<file path="src/rtl/jt08_adpcmb_dec.sv">
// ADPCM-B nibble decoder with 55 kHz delta-N rate generator.
// Decodes one sample ahead of the interpolator and commits it on each rate overflow.
//
// state   | meaning
// S_IDLE  | waiting for a rising edge of i_on
// S_FETCH | requesting the byte for the current nibble (skipped if already latched)
// S_DEC1  | step and delta products
// S_DEC2  | saturate lookahead sample, clamp new step
// S_READY | lookahead valid, waiting for a rate carry
module jt08_adpcmb_dec (
    input  logic               i_clk,
    input  logic               i_rst_n,
    input  logic               i_cen,
    input  logic               i_cen55,
    input  logic               i_on,
    input  logic               i_rep,
    input  logic [15:0]        i_deltan,
    input  logic [15:0]        i_addr_start,
    input  logic [15:0]        i_addr_end,
    output logic [23:0]        o_rom_addr,
    output logic               o_rom_cs,
    input  logic [7:0]         i_rom_data,
    input  logic               i_rom_ok,
    output logic               o_adv,
    output logic signed [15:0] o_pcmdec,
    output logic [15:0]        o_deltax,
    output logic               o_dsign,
    output logic               o_flag,
    output logic               o_busy
);
    typedef enum logic [2:0] {S_IDLE, S_FETCH, S_DEC1, S_DEC2, S_READY} state_t;
    state_t r_state, w_next;

    logic               r_on_d, r_nib, r_bvalid, r_pend;
    logic               r_adv, r_ds, r_flag, r_busy;
    logic signed [15:0] r_x, r_xn, r_pcm;
    logic [14:0]        r_delta;
    logic [15:0]        r_acc, r_d, r_dx;
    logic [16:0]        r_dmul;
    logic [23:0]        r_addr;
    logic [7:0]         r_byte;

    logic               w_start, w_carry, w_commit, w_last;
    logic [3:0]         w_code;
    logic [2:0]         w_n;
    logic [7:0]         w_tmul;
    logic [18:0]        w_prod;
    logic [22:0]        w_dprod;
    logic [15:0]        w_d;
    logic [16:0]        w_dm;
    logic [17:0]        w_sum_x;
    logic [15:0]        w_xsat;
    logic [14:0]        w_dclamp;
    logic [16:0]        w_sum_acc, w_diff, w_abs;

    assign w_start   = i_on & ~r_on_d;
    assign w_code    = r_nib ? r_byte[3:0] : r_byte[7:4];
    assign w_n       = w_code[2:0];
    assign w_prod    = {15'd0, w_n, 1'b1} * {4'd0, r_delta};
    assign w_dprod   = {8'd0, r_delta} * {15'd0, w_tmul};
    assign w_d       = 16'(w_prod >> 3);
    assign w_dm      = 17'(w_dprod >> 6);

    always_comb begin
        w_tmul = 8'd57;
        case (w_n)
            3'd4:    w_tmul = 8'd77;
            3'd5:    w_tmul = 8'd102;
            3'd6:    w_tmul = 8'd128;
            3'd7:    w_tmul = 8'd153;
            default: w_tmul = 8'd57;
        endcase
    end

    // 18 bits hold any x +/- d before saturation
    assign w_sum_x  = w_code[3] ? ({{2{r_x[15]}}, r_x} - {2'b00, r_d})
                                : ({{2{r_x[15]}}, r_x} + {2'b00, r_d});
    assign w_xsat   = (w_sum_x[17:15] == 3'b000 || w_sum_x[17:15] == 3'b111) ? w_sum_x[15:0]
                    : (w_sum_x[17] ? 16'h8000 : 16'h7FFF);
    assign w_dclamp = (r_dmul < 17'd127)   ? 15'd127
                    : (r_dmul > 17'd24576) ? 15'd24576 : r_dmul[14:0];

    assign w_diff    = {r_xn[15], r_xn} - {r_x[15], r_x};
    assign w_abs     = w_diff[16] ? (17'd0 - w_diff) : w_diff;
    assign w_sum_acc = {1'b0, r_acc} + {1'b0, i_deltan};
    assign w_carry   = i_cen55 & r_busy & w_sum_acc[16];
    assign w_commit  = i_cen55 & i_on & ~w_start & (r_state == S_READY) & (w_carry | r_pend);
    assign w_last    = r_nib & (r_addr == {i_addr_end, 8'hFF});

    always_comb begin
        w_next = r_state;
        if (!i_on)
            w_next = S_IDLE;
        else if (w_start)
            w_next = S_FETCH;
        else if (w_commit)
            w_next = (w_last && !i_rep) ? S_IDLE : S_FETCH;
        else if (i_cen) begin
            case (r_state)
                S_FETCH: if (r_bvalid || i_rom_ok) w_next = S_DEC1;
                S_DEC1:  w_next = S_DEC2;
                S_DEC2:  w_next = S_READY;
                default: w_next = r_state;
            endcase
        end
    end

    always_ff @(posedge i_clk) begin
        if (!i_rst_n) r_state <= S_IDLE;
        else          r_state <= w_next;
    end

    always_ff @(posedge i_clk) begin
        if (!i_rst_n) begin
            r_on_d   <= 1'b0;
            r_x      <= '0;
            r_xn     <= '0;
            r_pcm    <= '0;
            r_delta  <= 15'd127;
            r_acc    <= '0;
            r_addr   <= '0;
            r_nib    <= 1'b0;
            r_bvalid <= 1'b0;
            r_byte   <= '0;
            r_pend   <= 1'b0;
            r_d      <= '0;
            r_dmul   <= '0;
            r_adv    <= 1'b0;
            r_dx     <= '0;
            r_ds     <= 1'b0;
            r_flag   <= 1'b0;
            r_busy   <= 1'b0;
        end else begin
            r_on_d <= i_on;
            if (w_start) begin
                r_x      <= '0;
                r_pcm    <= '0;
                r_delta  <= 15'd127;
                r_acc    <= '0;
                r_addr   <= {i_addr_start, 8'h00};
                r_nib    <= 1'b0;
                r_bvalid <= 1'b0;
                r_pend   <= 1'b0;
                r_adv    <= 1'b0;
                r_flag   <= 1'b0;
                r_busy   <= 1'b1;
            end else if (!i_on) begin
                r_busy <= 1'b0;
                r_adv  <= 1'b0;
                r_pend <= 1'b0;
            end else begin
                if (i_cen55) begin
                    r_adv <= w_commit;
                    if (r_busy) r_acc <= w_sum_acc[15:0];
                end
                // a carry that arrives while still decoding waits here
                if (w_commit)     r_pend <= r_pend & w_carry;
                else if (w_carry) r_pend <= 1'b1;
                if (w_commit) begin
                    r_pcm <= r_xn;
                    r_x   <= r_xn;
                    r_ds  <= w_diff[16];
                    r_dx  <= w_abs[16] ? 16'hFFFF : w_abs[15:0];
                    if (w_last) begin
                        if (i_rep) begin
                            r_addr   <= {i_addr_start, 8'h00};
                            r_nib    <= 1'b0;
                            r_bvalid <= 1'b0;
                            r_x      <= '0;
                            r_delta  <= 15'd127;
                        end else begin
                            r_flag <= 1'b1;
                            r_busy <= 1'b0;
                            r_pend <= 1'b0;
                        end
                    end else begin
                        r_nib <= ~r_nib;
                        if (r_nib) begin
                            r_addr   <= r_addr + 24'd1;
                            r_bvalid <= 1'b0;
                        end
                    end
                end
                if (i_cen) begin
                    case (r_state)
                        S_FETCH: if (!r_bvalid && i_rom_ok) begin
                            r_byte   <= i_rom_data;
                            r_bvalid <= 1'b1;
                        end
                        S_DEC1: begin
                            r_d    <= w_d;
                            r_dmul <= w_dm;
                        end
                        S_DEC2: begin
                            r_xn    <= w_xsat;
                            r_delta <= w_dclamp;
                        end
                        default: ;
                    endcase
                end
            end
        end
    end

    assign o_rom_addr = r_addr;
    assign o_rom_cs   = (r_state == S_FETCH) & ~r_bvalid;
    assign o_adv      = r_adv;
    assign o_pcmdec   = r_pcm;
    assign o_deltax   = r_dx;
    assign o_dsign    = r_ds;
    assign o_flag     = r_flag;
    assign o_busy     = r_busy;
endmodule

</file>
<file path="config.mk">
export PLATFORM = sky130hd
export DESIGN_NAME = jt08_adpcmb_dec
export DESIGN_NICKNAME = d
export VERILOG_FILES = /design/src/rtl/jt08_adpcmb_dec.sv
export SDC_FILE = /design/constraint.sdc
export NUM_CORES = 1
export LEC_CHECK = 0
export ABC_AREA = 1
export CORE_ASPECT_RATIO = 1.2
export CORE_UTILIZATION = 23
export CTS_BUF_LIST = sky130_fd_sc_hd__clkbuf_8 sky130_fd_sc_hd__clkbuf_16
export CTS_CLUSTER_DIAMETER = 100
export CTS_CLUSTER_SIZE = 12
export DETAILED_ROUTE_END_ITERATION = 6
export GPL_TIMING_DRIVEN = 1
export PLACE_DENSITY = 0.36
export SLEW_MARGIN = 20
export SYNTH_ARGS = -nofsm -noshare
export SYNTH_HDL_FRONTEND = slang
export SYNTH_SLANG_ARGS = --single-unit
</file>
<file path="constraint.sdc">
create_clock -name i_clk -period 7.5 [get_ports i_clk]
set_clock_uncertainty 0.2 [all_clocks]
set_input_delay 1.5 -clock i_clk [delete_from_list [all_inputs] [get_ports i_clk]]
set_output_delay 1.5 -clock i_clk [all_outputs]
set_load 0.02 [all_outputs]
</file>
* Word-level counts from Yosys, hierarchy flattened
Cells that the tools add are included.
Operators by class: add/sub/neg operators 6, multiply operators 2, magnitude comparators 2, equal/unequal tests 17, multiplexer cells 47, bitwise logic cells 18, reductions and logical operators 31
Operator list (count):
- $mux 24 | 6
- $mux 15 | 7
- $mux 16 | 5
- $pmux 8 s4 | 1
- $add 24x1->24 const B | 1
- $eq 24x24->1 | 1
- $mul 15x8->23 | 1
- $mux 1 | 21
- $reduce_and 4->1 | 5
- $mul 4x15->19 | 1
- $add 16x17->18 | 1
- $eq 3x3->1 const B | 6
- $mux 18 | 1
- $reduce_and 3->1 | 6
- $sub 16x17->18 | 1
- $add 16x16->17 | 1
- $gt 17x15->1 const B | 1
- $lt 17x7->1 const B | 1
- $mux 17 | 1
- $sub 1x17->17 const A | 1
- $sub 16x16->17 | 1
- $and 1x1->1 | 10
- $mux 3 | 3
- $pmux 3 s3 | 1
- 22 further kinds | 39
Word-level totals: register bits after elaboration 171, output and inout port bits 61

* Logic depth before layout (Yosys ltp)
depth in word-level cells 10, depth in mapped cells 32, mapped depth without buffers 31

* Worst setup path after synthesis
No wires, ideal clock.
path type register to register, from register r_nib, to register r_dmul[16], setup time 0.115 ns, arrival time 5.182 ns, required time 7.185 ns, slack 2.003 ns, stages on the path, launching flop included 27, buffers on the path 2, clock period less this slack 5.497 ns, path through dfxtp_1 > buf_4 > or2_2 > nand2_1 > inv_2 > nor2_1 > inv_1 > nor2_2 > nor2_1 > buf_2 > nor2_1 > fa_1 > fa_1 > fa_1 > inv_1 > fa_1 > inv_1 > ha_1 > a21oi_1 > o21ai_0 > nand3b_1 > nand3_1 > a21oi_1 > o21ai_0 > xor2_1 > o21ai_0 > inv_1
On the way: longest elaborated chain between the ends 4, elaborated cells on any way between the ends 7, classes of those cells 1 x mul; 4 x eq/ne; 2 x mux
Ends and longest elaborated chain:
- from (decl) | line 34 | logic r_on_d, r_nib, r_bvalid, r_pend;
- from (signal assigned) | line 177 | r_nib <= ~r_nib;
- $mux 4 * | line 57 | assign w_code = r_nib ? r_byte[3:0] : r_byte[7:4];
- $eq 3x3->1 | line 66 | case (w_n)
- $pmux 8 s4 * | line 66
- $mul 15x8->23 * | line 60 | assign w_dprod = {8'd0, r_delta} * {15'd0, w_tmul};
- to (signal assigned) | line 192 | r_dmul <= w_dm;
- to (decl) | line 39 | logic [16:0] r_dmul;
Mark *: on every way between the ends. The rest lies on a longest branch, timed or not. A chain may end at the register's enable or synchronous reset.

* Worst setup path after layout
from register r_nib, to register r_dmul[13]
The elaborated chain is that of the path after synthesis.

==> results.py <==
metrics = {
    "synth": {
        "yosysUniqueCellTypes": 61,
        "synthAdderAreaFrac": 0.2019,
        "yosys_register_bits": 171,
        "yosysSeqAreaShare": 0.2001,
        "syn-num-nets": 2843,
        "ys_warn_count": 0,
        "synth_top_family_by_area": "simple AND/OR/NAND/NOR gates",
        "synth-simple-area-share": 0.2899,
        "syn_inst": 2561,
        "yosys-top-cells-area": "dfxtp_1, nand2_1, fa_1",
        "avgSynthCellArea_sq_um": 6.680,
        "synth_top_area_cell": "dfxtp_1",
        "synth_mux_area_frac": 0,
        "synth_top_area_frac": 0.2001,
        "synth_compound_area_frac": 0.1369,
        "synth_xor_area_frac": 0.04820,
        "synth_area_sq_um": 17110,
    },
    "clock_network": {
        "cts_tree": "done",
        "max-clock-path-buffers": 2,
        "clock_latency_ps": 470,
        "cts_sinks": 171,
        "clk_pin_slew_worst_paths_ps": 80,
        "cts-resized-gates": 0,
        "cts_max_level": 4,
        "cts_root_buffer": "clkbuf_16",
        "cts_setup_buffers": 0,
        "holdBufCountCts": 0,
        "numCtsBuffers": 17,
    },
    "routing": {
        "firstDrtPassIters": 5,
        "routedWlPerCell_um": 16.96,
        "via_per_inst": 4.481,
        "route.detailed.drc": 0,
        "drtIter0Drc": 792,
        "vias": 16130,
        "finalWirelength_um": 61050,
        "antenna_left": 0,
    },
    "floorplan": {
        "die_w_um": 251.0,
        "die_h_um": 300.8,
        "start_util": 0.2323,
        "die_area_sq_um": 75470,
        "io_pins": 124,
        "rows": 109,
        "core_sq_um": 73650,
    },
    "timing": {
        "layout_min_cycle_time_ps": 6469,
        "max_freq_ghz": 0.1546,
        "final.setup.tns_ps": 0,
        "worst_pin_slew_ps": 840.9,
        "rsz0062_at_grt": "false",
        "setup_viol": 0,
        "slew_headroom": 0.4360,
        "finalCritPeriodShare": 0.8625,
        "drv_slew": 0,
        "hold_viol_final": 0,
    },
    "layout": {
        "area_delta_synth_final_pct": 15.92,
        "drive_above_1_share": 0.05457,
        "fill_cells": 8306,
        "mostFrequentLayoutCell": "nand2_1",
        "final_cell_mix": "nand2_1, inv_1, nor2_1, dfxtp_1, a21oi_1",
        "nets": 2926,
        "antenna_cells": 0,
    },
    "worst_setup_path": {
        "cp-end-kind": "flop",
        "path_delay_family": "adder cells",
        "slowest_stage": "fa_1",
        "worstPathRequired_ps": 7650,
        "slowest_delay_ps": 550,
        "path_buf_inv": 10,
        "worst_path_most_repeated_cell": "nand2_1",
        "critPathLaunchType": "flop",
        "worstSetupPathType": "flop to flop",
        "critPathMaxFanout": 26,
        "cp.arrival_ps": 6620,
    },
    "placed_design": {
        "gp_congestion": 0.8949,
        "place.port_buffers": 123,
        "hpwlAfterDp_um": 49970,
    },
    "grt": {
        "overflow": 0,
        "grt_pass1_vias": 16560,
        "grt_max_degree": 65,
        "grt.total_usage": 0.1638,
        "antenna_found_initial": 0,
        "grt_pass1_wl_um": 95370,
    },
    "pwr": {
        "power_density_nw_per_um2": 127.7,
        "p_total_mw": 2.533,
        "leakagePower_nw": 9.652,
        "ir_drop_uv": 141.7,
    },
    "job": {
        "drv_cap": 0,
    },
    "status": {
        "outcome": "finished clean",
    },
    "min_path": {
        "hold_path_class": "flop to flop",
    },
}
## final cells by class
class / instances / area (sq um) / share of cell area
inverters: 451 / 1695 / 0.08549
multi-input cells: 1864 / 11580 / 0.5841
clock buffers: 21 / 480.5 / 0.02423
repair buffers: 139 / 1346 / 0.06789
flip-flops and latches: 171 / 3423 / 0.1726
well taps: 943 / 1180 / 0.05950
clock inverters: 11 / 122.6 / 0.006183
## where the power goes
| part | leakage [nW] | total [mW] | internal, mW | switching, mW |
|---|---|---|---|---|
| Combinational | 7.98 | 0.651 | 0.251 | 0.400 |
| Sequential | 1.38 | 0.945 | 0.918 | 0.0269 |
| Clock | 0.293 | 0.936 | 0.504 | 0.432 |
| Total | 9.65 | 2.53 | 1.67 | 0.860 |
## registers in the layout, indices dropped and copies added (netlist names)
register	cells
o_rom_addr	24
o_pcmdec	16
r_d	16
r_pend	1
o_deltax	16
o_adv	1
r_acc	16
r_bvalid	1
o_dsign	1
o_flag	1
o_busy	1
r_nib	1
r_xn	16
r_byte	8
r_x	16
r_on_d	1
r_state	3
r_dmul	17
r_delta	15
## final timing paths
check	start	end	slack (ps)	cells past startpoint
setup / recovery	r_nib	r_dmul[13]	1030	32
hold / removal	o_pcmdec[2]	o_pcmdec[2]	270	2
hold reg to reg	o_pcmdec[2]	o_pcmdec[2]	270	2
setup reg to reg	r_nib	r_dmul[13]	1030	32
## cell usage after synthesis (all sizes together)
cell type,n
a21boi,4
o221ai,3
a31oi,12
o41ai,1
buf,37
xor2,73
nand4,47
or2,15
inv,449
dfxtp,171
xnor2,19
o22ai,1
a21o,9
nor3b,2
o211ai,14
o31ai,3
a31o,1
a211oi,5
o21bai,26
clkbuf,38
fa,95
or3,1
nor3,28
nand2,601
nor2,293
and2,4
o311ai,1
nand3b,8
clkinv,2
nor4,6
o21ai,147
o21a,6
nand3,134
ha,124
a21oi,181
## stage by stage
| stage | cells | worst slack (ps) | utilization | hold slack (ps) | area [sq um] |
|---|---|---|---|---|---|
| 2_1_floorplan | 2561 | 2003 | - | 229.2 | 17110 |
| 3_3_place_gp | 3568 | 1133 | 0.2611 | 254.5 | 19230 |
| 3_5_place_dp | 3568 | 1040 | 0.2611 | 255.1 | 19230 |
| 4_1_cts | 3600 | 1015 | 0.2693 | 266.9 | 19830 |
| 5_1_grt | 3600 | 463.4 | 0.2693 | 291.0 | 19830 |
| 6_report | 3600 | 1031 | 0.2693 | 266.7 | 19830 |
## per-layer routing
| metal | track usage | vias to the layer above | share of wire | wire length, um |
|---|---|---|---|---|
| met3 | 0.01945 | 78 | 0.027 | 1672 |
| met4 | 0.06301 | 0 | 0.033 | 2040 |
| met5 | 0 | - | 0 | 0 |
| met1 | 0.1899 | 7529 | 0.42 | 25770 |
| met2 | 0.3048 | 245 | 0.52 | 31570 |
| li1 | - | 8280 | - | - |
## cell families after synthesis
logic type      Yosys count
compound gates          414
xor+xnor                 92
simple gates           1139
flops                   171
buf+inv                 526
fa+ha+maj               219
## worst min-delay path, delay by kind of cell, from the launching register on
| kind | cells | cell delay (ps) |
|---|---|---|
| AND/OR/NAND/NOR | 1 | 60 |
| flip-flops | 1 | 310 |
| AO/OA/AOI/OAI | 1 | 50 |
No activity file was read; power rests on OpenSTA's default activity.
